--- config.mk ---
export PLATFORM = sky130hd
export DESIGN_NAME = mul_rr_scheduler_flat
export DESIGN_NICKNAME = d
export VERILOG_FILES = /design/src/rtl/mul_rr_scheduler_if.sv /design/src/rtl/mul_rr_scheduler.sv /design/src/flat_wrapper.sv
export SDC_FILE = /design/constraint.sdc
export NUM_CORES = 1
export LEC_CHECK = 0
export CAP_MARGIN = 20
export CORE_UTILIZATION = 50
export DETAILED_ROUTE_END_ITERATION = 8
export PLACE_DENSITY = 0.8
export SYNTH_ARGS = -nofsm -noshare
export SYNTH_HDL_FRONTEND = slang
export SYNTH_SLANG_ARGS = --single-unit
export TNS_END_PERCENT = 100
--- constraint.sdc ---
create_clock -name clk -period 10 [get_ports clk]
set_clock_uncertainty 0.15 [all_clocks]
set_input_delay 2 -clock clk [delete_from_list [all_inputs] [get_ports clk]]
set_output_delay 2 -clock clk [all_outputs]
set_load 0.01 [all_outputs]
--- src/rtl/mul_rr_scheduler_if.sv ---
`default_nettype none
// ============================================================================
// Module   : mul_rr_scheduler_if
// Brief    : Request, multiplier and response bundle for mul_rr_scheduler.
// Revision : 1.0 - initial release
// ============================================================================
interface mul_rr_scheduler_if #(
    parameter int A_W   = 4,
    parameter int B_W   = 3,
    parameter int C_W   = A_W + B_W,
    parameter int N_REQ = 4,
    parameter int ID_W  = 2
);
    logic [N_REQ-1:0]     req_vld;
    logic [N_REQ*A_W-1:0] req_a;
    logic [N_REQ*B_W-1:0] req_b;
    logic [N_REQ-1:0]     req_rdy;
    logic [A_W-1:0]       mul_a;
    logic [B_W-1:0]       mul_b;
    logic [C_W-1:0]       mul_result;
    logic                 rsp_vld;
    logic [ID_W-1:0]      rsp_id;
    logic [C_W-1:0]       rsp_data;
    logic                 rsp_rdy;

    modport slave (
        input  req_vld, req_a, req_b, mul_result, rsp_rdy,
        output req_rdy, mul_a, mul_b, rsp_vld, rsp_id, rsp_data
    );

    modport master (
        output req_vld, req_a, req_b, mul_result, rsp_rdy,
        input  req_rdy, mul_a, mul_b, rsp_vld, rsp_id, rsp_data
    );
endinterface
`default_nettype wire

--- src/rtl/mul_rr_scheduler.sv ---
`default_nettype none
// ============================================================================
// Module   : mul_rr_scheduler
// Brief    : Round-robin sharing of one registered multiplier among N_REQ
//            requesters, returning ID-tagged products over valid/ready.
// Revision : 1.0 - initial release
// ============================================================================
module mul_rr_scheduler #(
    parameter int A_W   = 4,
    parameter int B_W   = 3,
    parameter int C_W   = A_W + B_W,
    parameter int N_REQ = 4,
    parameter int ID_W  = 2
) (
    input  logic               clk,
    input  logic               rst_n,
    mul_rr_scheduler_if.slave  bus
);

    typedef enum logic [1:0] {
        S_IDLE = 2'd0,
        S_CALC = 2'd1,
        S_CAPT = 2'd2,
        S_RESP = 2'd3
    } state_t;

    state_t          r_state;
    logic [ID_W-1:0] r_ptr;
    logic [A_W-1:0]  r_mul_a;
    logic [B_W-1:0]  r_mul_b;
    logic            r_rsp_vld;
    logic [ID_W-1:0] r_rsp_id;
    logic [C_W-1:0]  r_rsp_data;

    logic [A_W-1:0]   w_a_arr [N_REQ];
    logic [B_W-1:0]   w_b_arr [N_REQ];
    logic [N_REQ-1:0] w_grant;
    logic             w_win_vld;
    logic [ID_W-1:0]  w_win_id;
    logic [ID_W-1:0]  w_idx;
    logic [A_W-1:0]   w_win_a;
    logic [B_W-1:0]   w_win_b;

    generate
        for (genvar g = 0; g < N_REQ; g++) begin : g_unpack
            assign w_a_arr[g] = bus.req_a[g*A_W +: A_W];
            assign w_b_arr[g] = bus.req_b[g*B_W +: B_W];
        end
    endgenerate

    // First requesting ID found walking upward from the one after the last grant.
    always_comb begin
        w_grant   = '0;
        w_win_vld = 1'b0;
        w_win_id  = '0;
        w_idx     = '0;
        w_win_a   = '0;
        w_win_b   = '0;
        for (int k = 1; k <= N_REQ; k++) begin
            w_idx = ID_W'((int'(r_ptr) + k) % N_REQ);
            if (!w_win_vld && bus.req_vld[w_idx]) begin
                w_win_vld      = 1'b1;
                w_win_id       = w_idx;
                w_win_a        = w_a_arr[w_idx];
                w_win_b        = w_b_arr[w_idx];
                w_grant[w_idx] = 1'b1;
            end
        end
    end

    // Gated by rst_n so no grant is offered while reset is held.
    assign bus.req_rdy  = (rst_n && (r_state == S_IDLE)) ? w_grant : '0;
    assign bus.mul_a    = r_mul_a;
    assign bus.mul_b    = r_mul_b;
    assign bus.rsp_vld  = r_rsp_vld;
    assign bus.rsp_id   = r_rsp_id;
    assign bus.rsp_data = r_rsp_data;

    always_ff @(posedge clk or negedge rst_n) begin
        if (!rst_n) begin
            r_state    <= S_IDLE;
            r_ptr      <= ID_W'(N_REQ - 1);
            r_mul_a    <= '0;
            r_mul_b    <= '0;
            r_rsp_vld  <= 1'b0;
            r_rsp_id   <= '0;
            r_rsp_data <= '0;
        end else begin
            case (r_state)
                S_IDLE: begin
                    if (w_win_vld) begin
                        r_mul_a <= w_win_a;
                        r_mul_b <= w_win_b;
                        r_ptr   <= w_win_id;
                        r_state <= S_CALC;
                    end
                end
                S_CALC: r_state <= S_CAPT;
                S_CAPT: begin
                    r_rsp_data <= bus.mul_result;
                    r_rsp_id   <= r_ptr;
                    r_rsp_vld  <= 1'b1;
                    r_state    <= S_RESP;
                end
                S_RESP: begin
                    if (bus.rsp_rdy) begin
                        r_rsp_vld <= 1'b0;
                        r_state   <= S_IDLE;
                    end
                end
                default: r_state <= S_IDLE;
            endcase
        end
    end

endmodule
`default_nettype wire

--- src/flat_wrapper.sv ---
// flat-port wrapper written by rule: the top's interface ports become plain ports
module mul_rr_scheduler_flat 
#(
    parameter int A_W   = 4,
    parameter int B_W   = 3,
    parameter int C_W   = A_W + B_W,
    parameter int N_REQ = 4,
    parameter int ID_W  = 2
)
  (clk, rst_n, bus_req_vld, bus_req_a, bus_req_b, bus_mul_result, bus_rsp_rdy, bus_req_rdy, bus_mul_a, bus_mul_b, bus_rsp_vld, bus_rsp_id, bus_rsp_data);
  mul_rr_scheduler_if #(.A_W(A_W), .B_W(B_W), .C_W(C_W), .N_REQ(N_REQ), .ID_W(ID_W)) bus_i ();
  input  logic clk;
  input  logic rst_n;
  input wire logic [$bits(bus_i.req_vld)-1:0] bus_req_vld;
  input wire logic [$bits(bus_i.req_a)-1:0] bus_req_a;
  input wire logic [$bits(bus_i.req_b)-1:0] bus_req_b;
  input wire logic [$bits(bus_i.mul_result)-1:0] bus_mul_result;
  input wire logic [$bits(bus_i.rsp_rdy)-1:0] bus_rsp_rdy;
  output wire logic [$bits(bus_i.req_rdy)-1:0] bus_req_rdy;
  output wire logic [$bits(bus_i.mul_a)-1:0] bus_mul_a;
  output wire logic [$bits(bus_i.mul_b)-1:0] bus_mul_b;
  output wire logic [$bits(bus_i.rsp_vld)-1:0] bus_rsp_vld;
  output wire logic [$bits(bus_i.rsp_id)-1:0] bus_rsp_id;
  output wire logic [$bits(bus_i.rsp_data)-1:0] bus_rsp_data;
  assign bus_i.req_vld = bus_req_vld;
  assign bus_i.req_a = bus_req_a;
  assign bus_i.req_b = bus_req_b;
  assign bus_i.mul_result = bus_mul_result;
  assign bus_i.rsp_rdy = bus_rsp_rdy;
  assign bus_req_rdy = bus_i.req_rdy;
  assign bus_mul_a = bus_i.mul_a;
  assign bus_mul_b = bus_i.mul_b;
  assign bus_rsp_vld = bus_i.rsp_vld;
  assign bus_rsp_id = bus_i.rsp_id;
  assign bus_rsp_data = bus_i.rsp_data;
  mul_rr_scheduler #(.A_W(A_W), .B_W(B_W), .C_W(C_W), .N_REQ(N_REQ), .ID_W(ID_W)) u_core (.clk(clk), .rst_n(rst_n), .bus(bus_i));
endmodule
==> impl_summary.md <==
STA
For this run, the top clock speed supported by timing is 146.3 MHz. In the final timing run, aggregate negative setup slack is 0 ns. The total count of max-transition violations in the final report is 0. Setup repair after global routing left no endpoint under its margin. Across all setup checks in the final design, the least slack found is 3.166 ns. The actual slew at the worst max-slew pin is 0.8764 ns.

Of the available clock period, the critical path in the final layout requires 68.34%. The clock period could shrink to 6.834 ns. The count of endpoints failing hold in the final timing report is 0. The final setup violation count is 0. In this run the tightest slew margin relative to its limit is 41.45%.

Synthesis
After synthesis, the netlist uses 36 different library cells. The proportion of register bits with asynchronous set or reset after synthesis is 100.0%. In the post-synthesis netlist, the biggest area contributors are sky130_fd_sc_hd__mux4_2 (32%), sky130_fd_sc_hd__dfrtp_1 (21%), sky130_fd_sc_hd__ha_1 (6.7%).

For this run, the number of Yosys warnings is 0. The cell count after synthesis came out at 203. The top cell type by area accounts for 31.98% of the synthesized area. In this run the cell area of the synthesized design comes to 2253 um^2. When the netlist entered floorplanning its net count stood at 257. The biggest area contributor in the post-synthesis netlist is sky130_fd_sc_hd__mux4_2. In this run, synthesis inferred 0 flip-flops with an integrated enable. A synthesized cell averages 11.10 um^2.

The most used standard cell by instance count after synthesis is sky130_fd_sc_hd__mux4_2. For this run, the leading register cell type out of synthesis is sky130_fd_sc_hd__dfrtp_1. By count the netlist is led by sky130_fd_sc_hd__mux4_2 (32), sky130_fd_sc_hd__nand2_1 (30), sky130_fd_sc_hd__dfrtp_1 (19).

The post-synthesis register bit count is 21. The proportion of synthesized chip area in sequential cells is 23.43%.

Pwr
The clock share of power is 5.7%. The fraction of power spent switching nets is 43.63%. The share of power burned in combinational logic is 75.6%. The power density over the cells is 324.2 nW/um^2. The share of total power dissipated in sequential elements is 18.7%. The internal power component is 0.5310 mW.

The switching power total is 0.4109 mW. The total chip power is 0.9419 mW. For this design the static power due to leakage is 1.080 nW. VDD sags by at most 0.1613 mV.

Cells and area
Of the cells placed in the final design, the portion with a size suffix greater than 1 is 21.26%. The count of inserted antenna diode cells is 0. Once layout is complete, the utilization of the core stands at 66.72%.

The final cell count without fillers is 306. The growth of design area from synthesis to finish is 28.93%. At the end of the flow, the number of nets in the layout was 309.

Clock tree
After clock tree synthesis, the flow added hold-fix buffers numbering 0. The buffer type at the clock tree root is sky130_fd_sc_hd__clkbuf_8. The clock sink count is 21. TritonCTS built the clock tree. The number of gates given a new drive strength after cts is 0. The TritonCTS buffer count is 3.

The number of buffers on the longest clock path is 2. The later pin in the worst-skew pair is clocked with a latency of 0.25 ns. The post-CTS setup-driven buffer insertion count is 0. After clock tree synthesis, the clock-pin slew on the worst setup and hold paths is 0.07 ns.

The total number of H-tree levels is 1.

Worst setup path
The critical path goes through clkdlybuf4s50_1 -> mux4_2 -> nor4b_4 -> nand2_1 -> a21oi_1 -> clkdlybuf4s50_1. The most numerous cell type found on the critical path is sky130_fd_sc_hd__clkdlybuf4s50_1. Data on the critical path is required at its endpoint by 7.85 ns. The maximum fanout count along the critical path is 15.

The number of buffers and inverters on the critical path is 2. The top cell family by delay on the critical path is buffers and inverters. The longest individual stage delay on the worst path is 0.71 ns.

The worst setup path is launched from an input port. The critical path is of the input port to output port type. The slowest stage of the critical path belongs to the cell sky130_fd_sc_hd__mux4_2. The endpoint class of the critical path is an output port. Data arrives at the worst endpoint at 4.68 ns.

Die
Measured along the x axis, the die boundary spans 69.13 um. The starting density of the core is 51.75%. The floorplan core area is 4354 um^2.

The standard-cell row count is 24. The die footprint is 4779 um^2. In this run the count of I/O pins placed on the die edge is 63. The die height is 69.13 um.

Global route
The number of antenna violations at the first check in global routing is 0. The via count of the first global-routing pass is 1,743. The first-pass GRT wire length is 8266 um. The sum of overflow across all layers after global routing is 0. The maximum number of pins on one net before global-route repair is 45. The aggregate global-route resource usage is 20.78%.

Placement
Input and output buffers added on the ports amount to 62. The weighted congestion at the end of routability-driven global placement is 0.8664. The wire-length estimate of the detail-placed layout is 3729 um. The cell total after placement is 301.

The pre-CTS worst setup slack is 3.196 ns.

Min path
The kind of path behind the tightest hold check is register to register.

Routing
The final wirelength is 4893 um. The mean number of vias per cell is 6.183. The routed wire length per instance is 15.99 um. After the first detailed-routing iteration, the DRC count stood at 114.

In this run the remaining antenna-violating nets after routing total 0. The total via count in the routed design is 1,892. The first TritonRoute pass finished after 4 iterations.

In the routed design, unresolved DRC markers number 0.

Job
The tool flagged a number of max-cap violations equal to 0.

Run status
The flow ran to the end, and the final reports show no timing, DRC or antenna violations.
-- cell type report --
class | count | area, um^2
inverters | 7 | 26.28
flip-flops and latches | 21 | 528.0
multi-input cells | 158 | 1585
well taps | 52 | 65.06
clock buffers | 4 | 45.04
fillers | 357 | 1449
repair buffers | 64 | 655.6
-- state kept, by name, indices dropped and copies added (netlist names) --
register / count
u_core.bus.rsp_vld: 1
u_core.bus.mul_a: 4
u_core.bus.rsp_data: 7
u_core.bus.rsp_id: 2
u_core.r_ptr: 2
u_core.r_state: 2
u_core.bus.mul_b: 3
-- power by group through the flow --
stage | Clock [mW] | Sequential [mW] | Combinational [mW]
after detailed placement | 0 | 0.180 | 0.709
final | 0.0541 | 0.176 | 0.712
after global routing | 0.0576 | 0.186 | 0.775
after CTS | 0.0552 | 0.178 | 0.711
after floorplan | 0 | 0.177 | 0.551
after global placement | 0 | 0.176 | 0.698
-- routing by layer --
layer	part of all wire [%]	up-vias	global-route usage, %	wire (um)
met5	0	-	0	0
met4	1.5	0	6.576	73
met3	5.2	10	0.8772	255
met2	47	81	32.47	2293
met1	46	901	31.41	2271
li1	-	900	-	-
-- cell families (layout without fill, tap and decap cells) --
| group | after synthesis | in the layout | synth area share (%) |
|---|---|---|---|
| simple gates | 59 | 59 | 12.60 |
| mux | 44 | 44 | 37.87 |
| compound gates | 42 | 42 | 12.83 |
| buf+inv | 24 | 75 | 6.219 |
| flops | 21 | 21 | 23.43 |
| fa+ha+maj | 12 | 12 | 6.663 |
| xor+xnor | 1 | 1 | 0.3887 |
-- stage by stage --
stage	instance area, um^2	hold WS (ns)
2_1_floorplan	2253	0.3895
3_3_place_gp	2833	0.3378
3_5_place_dp	2833	0.3445
4_1_cts	2878	0.3607
5_1_grt	2905	0.3792
6_report	2905	0.3567
-- worst paths after layout --
path | from | to | slack [ns] | cells after the start
setup / recovery | bus_req_vld[1] | bus_req_rdy[0] | 3.17 | 6
hold / removal | u_core.bus.rsp_data[2]$_DFFE_PN0P_ | u_core.bus.rsp_data[2]$_DFFE_PN0P_ | 0.36 | 1
setup reg to reg | u_core.r_ptr[1]$_DFFE_PN1P_ | u_core.bus.mul_a[0]$_DFFE_PN0P_ | 6.09 | 7
hold reg to reg | u_core.bus.rsp_data[2]$_DFFE_PN0P_ | u_core.bus.rsp_data[2]$_DFFE_PN0P_ | 0.36 | 1
max in group asynchronous | rst_n | u_core.r_ptr[0]$_DFFE_PN1P_ | 7.47 | 2
min in group asynchronous | rst_n | u_core.bus.rsp_data[4]$_DFFE_PN0P_ | 1.80 | 1
-- placed cells by master, fill, tap and decap left out --
cell type,synthesis,routed
sky130_fd_sc_hd__a21boi_1,1,1
sky130_fd_sc_hd__a21oi_1,7,7
sky130_fd_sc_hd__a221o_1,4,4
sky130_fd_sc_hd__a22oi_1,1,1
sky130_fd_sc_hd__a31oi_1,6,6
sky130_fd_sc_hd__a32oi_1,1,1
sky130_fd_sc_hd__buf_16,0,1
sky130_fd_sc_hd__buf_4,4,1
sky130_fd_sc_hd__clkbuf_1,5,1
sky130_fd_sc_hd__clkbuf_8,0,3
sky130_fd_sc_hd__clkdlybuf4s50_1,0,62
sky130_fd_sc_hd__dfrtp_1,19,19
sky130_fd_sc_hd__dfstp_2,2,2
sky130_fd_sc_hd__ha_1,12,12
sky130_fd_sc_hd__inv_1,7,7
sky130_fd_sc_hd__mux2_2,10,10
sky130_fd_sc_hd__mux2i_1,2,2
sky130_fd_sc_hd__mux4_2,32,32
sky130_fd_sc_hd__nand2_1,30,30
sky130_fd_sc_hd__nand2b_1,1,1
sky130_fd_sc_hd__nand3_1,13,13
sky130_fd_sc_hd__nor2_1,10,10
sky130_fd_sc_hd__nor2_4,1,1
sky130_fd_sc_hd__nor2b_4,1,1
sky130_fd_sc_hd__nor3b_1,1,1
sky130_fd_sc_hd__nor4b_4,1,1
sky130_fd_sc_hd__o211ai_1,7,7
sky130_fd_sc_hd__o21ai_0,8,8
sky130_fd_sc_hd__o21ai_1,2,2
sky130_fd_sc_hd__o221a_2,1,1
sky130_fd_sc_hd__o221ai_2,1,1
sky130_fd_sc_hd__o22a_1,1,1
sky130_fd_sc_hd__o22ai_1,1,1
sky130_fd_sc_hd__o2bb2ai_1,1,1
sky130_fd_sc_hd__or2_0,1,1
sky130_fd_sc_hd__xnor2_1,1,1
Note: power is estimated with default switching activity, not from simulation.
